### config.mk
export PLATFORM = sky130hd
export DESIGN_NAME = nios2_oci_dct_packer
export DESIGN_NICKNAME = d
export VERILOG_FILES = /design/src/rtl/nios2_oci_dct_pkg.sv /design/src/rtl/nios2_oci_dct_hold.sv /design/src/rtl/nios2_oci_dct_packer.sv
export SDC_FILE = /design/constraint.sdc
export NUM_CORES = 1
export LEC_CHECK = 0
export CELL_PAD_IN_SITES_DETAIL_PLACEMENT = 1
export CELL_PAD_IN_SITES_GLOBAL_PLACEMENT = 1
export CORE_MARGIN = 2
export CORE_UTILIZATION = 36
export CTS_BUF_LIST = sky130_fd_sc_hd__clkbuf_8 sky130_fd_sc_hd__clkbuf_16
export CTS_CLUSTER_SIZE = 28
export DETAILED_ROUTE_END_ITERATION = 7
export GPL_TIMING_DRIVEN = 0
export PLACE_DENSITY_LB_ADDON = 0.1
export SLEW_MARGIN = 0
export SYNTH_ARGS = -nofsm -noshare
export SYNTH_HDL_FRONTEND = slang
export SYNTH_SLANG_ARGS = --single-unit
### constraint.sdc
create_clock -name clk -period 2.45 [get_ports clk]
set_clock_uncertainty 0.2 [all_clocks]
set_input_delay 0.3675 -clock clk [delete_from_list [all_inputs] [get_ports clk]]
set_output_delay 0.3675 -clock clk [all_outputs]
set_load 0.01 [all_outputs]
### src/rtl/nios2_oci_dct_pkg.sv
// Shared constants, state encoding and word type for the OCI DCT trace packer.
package nios2_oci_dct_pkg;

  localparam int FRAG_W = 2;
  localparam int FRAGS  = 15;
  localparam int BUF_W  = FRAG_W * FRAGS;
  localparam int CNT_W  = 4;
  localparam int DROP_W = 8;

  typedef enum logic [1:0] {
    IDLE      = 2'd0,
    ACTIVE    = 2'd1,
    FULL_WAIT = 2'd2,
    DRAIN     = 2'd3
  } dct_state_e;

  // One emitted trace word: fragment count alongside the packed buffer.
  typedef struct packed {
    logic [CNT_W-1:0] count;
    logic [BUF_W-1:0] data;
  } dct_word_t;

  // Write a fragment into slot idx of an accumulator, leaving other slots alone.
  function automatic logic [BUF_W-1:0] dct_place(
    input logic [BUF_W-1:0]  acc_in,
    input logic [CNT_W-1:0]  idx,
    input logic [FRAG_W-1:0] code
  );
    logic [BUF_W-1:0] r;
    r = acc_in;
    for (int i = 0; i < FRAGS; i++) begin
      if (idx == CNT_W'(i)) r[i*FRAG_W +: FRAG_W] = code;
    end
    return r;
  endfunction

endpackage

### src/rtl/nios2_oci_dct_hold.sv
// Single-entry valid/ready holding register. The loader only loads when free,
// so a load in a handshake cycle replaces the word with no bubble.
module nios2_oci_dct_hold
  import nios2_oci_dct_pkg::*;
(
  input  logic      clk,
  input  logic      rst_n,
  input  logic      load,
  input  dct_word_t load_word,
  input  logic      ready,
  output logic      valid,
  output dct_word_t word,
  output logic      free
);

  assign free = !valid || ready;

  // Capture on load; otherwise drop valid once the consumer takes the word.
  always_ff @(posedge clk or negedge rst_n) begin
    if (!rst_n) begin
      valid <= 1'b0;
      word  <= '0;
    end else if (load) begin
      valid <= 1'b1;
      word  <= load_word;
    end else if (ready) begin
      valid <= 1'b0;
    end
  end

endmodule

### src/rtl/nios2_oci_dct_packer.sv
// Packs 2-bit DCT fragments into 30-bit trace words and hands them to the
// trace store; drops and counts fragments while a full buffer is stuck.
module nios2_oci_dct_packer
  import nios2_oci_dct_pkg::*;
(
  input  logic              clk,
  input  logic              reset_n,
  input  logic              trace_en,
  input  logic              dct_valid,
  input  logic [FRAG_W-1:0] dct_code,
  input  logic              flush,
  output logic              out_valid,
  input  logic              out_ready,
  output logic [BUF_W-1:0]  out_data,
  output logic [CNT_W-1:0]  out_count,
  output logic [BUF_W-1:0]  dct_buffer,
  output logic [CNT_W-1:0]  dct_count,
  output logic              overflow,
  output logic [DROP_W-1:0] drop_count,
  output logic              busy
);

  dct_state_e       state, state_nxt;
  logic [BUF_W-1:0] acc_nxt;
  logic [CNT_W-1:0] cnt_nxt;
  logic             load, hold_free, flush_pend, flush_pend_nxt;
  dct_word_t        load_word, hold_word;
  logic             trace_en_q;

  // IDLE behaves like ACTIVE for accumulation; it only differs in trace_en=0.
  logic acc_state, full, frag_in, accept, drop, flush_req, en_rise;
  assign acc_state = (state == IDLE) || (state == ACTIVE);
  assign full      = (dct_count == CNT_W'(FRAGS));
  assign frag_in   = dct_valid && trace_en;
  // A full accumulator can still take a fragment in its transfer cycle.
  assign accept    = frag_in && acc_state && (!full || hold_free);
  assign drop      = frag_in && ((state == FULL_WAIT) || (acc_state && full && !hold_free));
  // A flush that finds the holding register busy is remembered until it can go.
  assign flush_req = flush || flush_pend;
  assign en_rise   = trace_en && !trace_en_q;

  nios2_oci_dct_hold u_hold (
    .clk       (clk),
    .rst_n     (reset_n),
    .load      (load),
    .load_word (load_word),
    .ready     (out_ready),
    .valid     (out_valid),
    .word      (hold_word),
    .free      (hold_free)
  );

  assign out_data  = hold_word.data;
  assign out_count = hold_word.count;
  assign busy      = (dct_count != '0) || out_valid;

  // Next state, accumulator update and holding-register load decision.
  always_comb begin
    state_nxt      = state;
    load           = 1'b0;
    load_word      = '{count: dct_count, data: dct_buffer};
    acc_nxt        = dct_buffer;
    cnt_nxt        = dct_count;
    flush_pend_nxt = 1'b0;
    case (state)
      IDLE, ACTIVE: begin
        if (full) begin
          // Full word emits whole; a same-cycle fragment starts the next word.
          if (hold_free) begin
            load    = 1'b1;
            acc_nxt = '0;
            cnt_nxt = '0;
            if (accept) begin
              acc_nxt = dct_place('0, '0, dct_code);
              cnt_nxt = CNT_W'(1);
            end
          end
        end else begin
          if (accept) begin
            acc_nxt = dct_place(dct_buffer, dct_count, dct_code);
            cnt_nxt = dct_count + CNT_W'(1);
          end
          // Flush includes the fragment accepted in the same cycle.
          if (flush_req && (cnt_nxt != '0)) begin
            if (hold_free) begin
              load      = 1'b1;
              load_word = '{count: cnt_nxt, data: acc_nxt};
              acc_nxt   = '0;
              cnt_nxt   = '0;
            end else begin
              flush_pend_nxt = 1'b1;
            end
          end
        end
        if (full && !hold_free)  state_nxt = FULL_WAIT;
        else if (!trace_en)      state_nxt = (cnt_nxt != '0) ? DRAIN : IDLE;
        else                     state_nxt = ACTIVE;
      end
      FULL_WAIT, DRAIN: begin
        // Both wait only for the holding register; re-enable resumes after.
        if (hold_free) begin
          load      = 1'b1;
          acc_nxt   = '0;
          cnt_nxt   = '0;
          state_nxt = trace_en ? ACTIVE : IDLE;
        end
      end
      default: state_nxt = IDLE;
    endcase
  end

  // State, accumulator and pending-flush registers.
  always_ff @(posedge clk or negedge reset_n) begin
    if (!reset_n) begin
      state      <= IDLE;
      dct_buffer <= '0;
      dct_count  <= '0;
      flush_pend <= 1'b0;
      trace_en_q <= 1'b0;
    end else begin
      state      <= state_nxt;
      dct_buffer <= acc_nxt;
      dct_count  <= cnt_nxt;
      flush_pend <= flush_pend_nxt;
      trace_en_q <= trace_en;
    end
  end

  // Sticky overflow and saturating drop count, cleared on trace enable rising.
  always_ff @(posedge clk or negedge reset_n) begin
    if (!reset_n) begin
      overflow   <= 1'b0;
      drop_count <= '0;
    end else if (en_rise) begin
      overflow   <= 1'b0;
      drop_count <= '0;
    end else if (drop) begin
      overflow <= 1'b1;
      if (drop_count != '1) drop_count <= drop_count + DROP_W'(1);
    end
  end

endmodule

==> summary.txt <==
Outcome
  – Status: complete, but fails checks
  – Failing checks: setup timing

Detailed routing
  – DR DRC count: 0
  – Final antenna-violating net count: 0
  – DRT iter0 DRCs: 233
  – Via count: 4,111
  – Number of vias per cell: 5.69
  – Initial DRT Pass Iterations: 6
  – WL/cell: 22.7 µm
  – Routed wire length: 16,400 µm

STA
  – Final worst-path cycle share: 1.08
  – Worst-margin pin slew: 0.652 ns
  – Slew Viols, Final: 0
  – FMAX: 379 MHz
  – Final Hold Vio Count: 0
  – Tmin final: 2.64 ns
  – Setup Viol. Count Final: 65
  – Setup TNS: -5.29 ns
  – Final worst slack: -0.190 ns
  – Worst slew margin: 0.565
  – RSZ-0062 raised after global routing: true

Pwr
  – Sw Pwr: 2.57 mW
  – Max VDD drop: 0.460 mV
  – Int Power: 3.82 mW
  – Clk pwr share: 0.225
  – Pwr Density: 944 nW/µm²
  – Static Leak: 2.73 nW
  – Switching part of the total power: 0.403
  – Logic pwr share: 0.518
  – Flop pwr share: 0.257
  – Pwr Total: 6.39 mW

Global route
  – First-pass GRT wire length: 23,700 µm
  – Largest net degree at the start of global routing: 59
  – Initial antenna violation count: 0
  – Total GRT Usage: 0.236
  – Number of global-route vias before repair: 4,228
  – GR Overflow Total: 0

Clock tree
  – Clk sink count: 82
  – Cts bufs inserted: 9
  – Root Buffer: clkbuf_16
  – Clk pin slew, worst setup/hold paths: 0.07 ns
  – Max H-tree Level: 3
  – Clk Latency, worst-skew pair: 0.34 ns
  – TritonCTS clock tree: done
  – Clock Path Buffers: 2

Final layout
  – Fin area: 6770 µm²
  – Share of layout cells above drive strength 1: 0.341
  – P&R area growth vs syn: 59.1%
  – Nets: 588
  – Diodes inserted: 0
  – Fill count: 1,223

Floorplan
  – Core outline area: 11,500 µm²
  – # rows: 39
  – I/O pin total: 87
  – Die width: 113 µm
  – Initial Util: 0.371
  – Die area: 12,700 µm²
  – Die Height: 113 µm

Synthesis
  – Synth Register Bits: 82
  – Area of the mapped netlist: 4260 µm²
  – Syn Inst Count: 438
  – Most used DFF post-synth: dfrtp_1
  – Asr flop ratio synth: 1.00
  – Yosys cell types: 53
  – Ys Warns: 0
  – Post-synthesis net count: 451
  – Synth Area per Inst: 9.72 µm²
  – Post-synth EDFFs: 0
  – Sequential cell area fraction in the yosys report: 0.482

Setup path
  – Slowest-stage cell, CP: a2111oi_4
  – Critical Path Fanout Max: 6
  – CP Data Required Time: 2.52 ns
  – Critical Path End Type: flop
  – CP arrival: 2.71 ns
  – Critical Path Max Stage Delay: 0.53 ns
  – Worst path cell trace: ha_4, and2_4, a2111oi_4, nor2_4, o21ai_4, buf_6, nand3_4, buf_8, o22ai_2
  – CP Launch Type: flop
  – Kind of critical path: reg2reg

Placed design
  – PortBufs: 83
  – Placed cell areas: 5330 µm²
  – Gp weighted congestion: 0.851
  – DP Wirelength: 9650 µm

Flow run
  – Max-Cap Viols: 0

Min path
  – Type of the most critical hold path: in2reg
[layout make-up]
type                            instances  area (µm²)  share of cell area
Timing Repair Buffer                  127        1320               0.195
Clock buffer                           10         239              0.0353
Inverter                               18        67.6             0.00998
Sequential cell                        82        2060               0.304
Multi-Input combinational cell        308        2580               0.381
Tap cell                              143         179              0.0264
Clock inverter                          6        71.3              0.0105
Buffer                                 29         263              0.0388
[Yosys cell counts, types with 13 or more instances]
| cell | count | area share |
|---|---|---|
| nand2_1 | 52 | 0.046 |
| nand3_1 | 15 | 0.018 |
| o21ai_0 | 44 | 0.052 |
| o22ai_1 | 16 | 0.024 |
| o2bb2ai_1 | 16 | 0.033 |
| dfrtp_1 | 82 | 0.48 |
| inv_1 | 18 | 0.016 |
| nor2_1 | 32 | 0.028 |
| mux2i_1 | 32 | 0.075 |
| a31oi_1 | 13 | 0.019 |
| clkbuf_1 | 17 | 0.015 |
[cell usage in the layout, fill, tap and decap left out, drive strengths merged, types with 2 or more instances in the layout]
cell type	Yosys	routed
a2111oi	2	2
a211oi	3	3
a21o	2	2
a21oi	8	8
a22oi	2	2
a31o	7	7
a31oi	13	13
buf	13	54
clkbuf	17	29
clkdlybuf4s50	0	80
clkinvlp	0	2
dfrtp	82	82
dlymetal6s2s	0	2
ha	5	5
inv	18	20
mux2i	32	32
nand2	52	52
nand2b	3	3
nand3	18	18
nand3b	4	4
nand4	5	5
nor2	32	32
nor2b	2	2
nor3	8	8
o2111ai	2	2
o21ai	47	47
o22ai	16	16
o2bb2ai	16	16
o31ai	4	4
or2	2	2
or3	2	2
xnor2	7	7
xor2	2	2
[metrics by stage]
step	utilization	setup WS, ns	cells	hold slack (ns)
2_1_floorplan	-	0.00595	438	-0.128
3_3_place_gp	0.463	-2.60	664	0.260
3_5_place_dp	0.465	-0.730	665	0.113
4_1_cts	0.530	-0.00268	706	0.271
5_1_grt	0.591	-0.282	723	0.0900
6_report	0.591	-0.190	723	0.0811
[kinds of logic (layout without fill, tap and decap cells)]
family,count (synthesis),in the layout,share of synthesized area
AO/OA/AOI/OAI,128,128,0.205
XOR/XNOR,9,9,0.0185
adder cells (fa/ha/maj),5,5,0.0147
buffers and inverters,48,190,0.0508
flip-flops,82,82,0.482
multiplexers,32,32,0.0752
AND/OR/NAND/NOR,134,134,0.153
[metal layers]
| layer | track usage | routed length [µm] |
|---|---|---|
| met2 | 0.373 | 8130 |
| met4 | 0.0585 | 258 |
| met1 | 0.342 | 7380 |
| met5 | 0 | 0 |
| met3 | 0.0348 | 688 |
[what timing repair did]
action / CTS / global route
hold buffers: 1 / 0
endpoints found under the setup margin: 78 / 74
endpoints found under the hold margin: 24 / 0
setup buffers: 23 / 13
pin swaps: 10 / 36
gates cloned: 2 / 4
resized for setup: 64 / 150
[power groups by stage]
stage	Combinational, mW	Clock [mW]	Sequential (mW)
after floorplan	1.10	0	1.68
after global placement	1.86	0	1.67
after detailed placement	1.91	0	1.67
after CTS	2.36	1.44	1.63
after global routing	3.46	1.50	1.66
final	3.31	1.44	1.65
[sequential cells by signal, summed over array words and instances (netlist names)]
name,count
u_hold.word,34
state,2
flush_pend,1
drop_count,8
trace_en_q,1
overflow,1
dct_count,4
u_hold.valid,1
dct_buffer,30
[path summary, 6_finish.rpt]
kind	startpoint	end	slack, ns	cells after the start
hold / removal	trace_en	trace_en_q$_DFF_PN0_	0.08	1
hold reg to reg	u_hold.word[26]$_DFFE_PN0P_	u_hold.word[26]$_DFFE_PN0P_	0.28	2
setup / recovery	dct_count[0]$_DFFE_PN0P_	dct_buffer[27]$_DFFE_PN0P_	-0.19	9
min in group asynchronous	reset_n	drop_count[5]$_DFFE_PN0P_	0.28	2
max in group asynchronous	reset_n	flush_pend$_DFF_PN0_	1.14	3
setup reg to reg	dct_count[0]$_DFFE_PN0P_	dct_buffer[27]$_DFFE_PN0P_	-0.19	9
[worst max-delay path: cells and delay by family (launching register included)]
kind | cells | cell delay, ns
AOI/OAI and AO/OA | 3 | 0.88
DFF | 1 | 0.47
and+or+nand+nor | 3 | 0.44
buffers and inverters | 2 | 0.37
adders and majority gates | 1 | 0.20
Note: power is estimated with default switching activity, not from simulation.
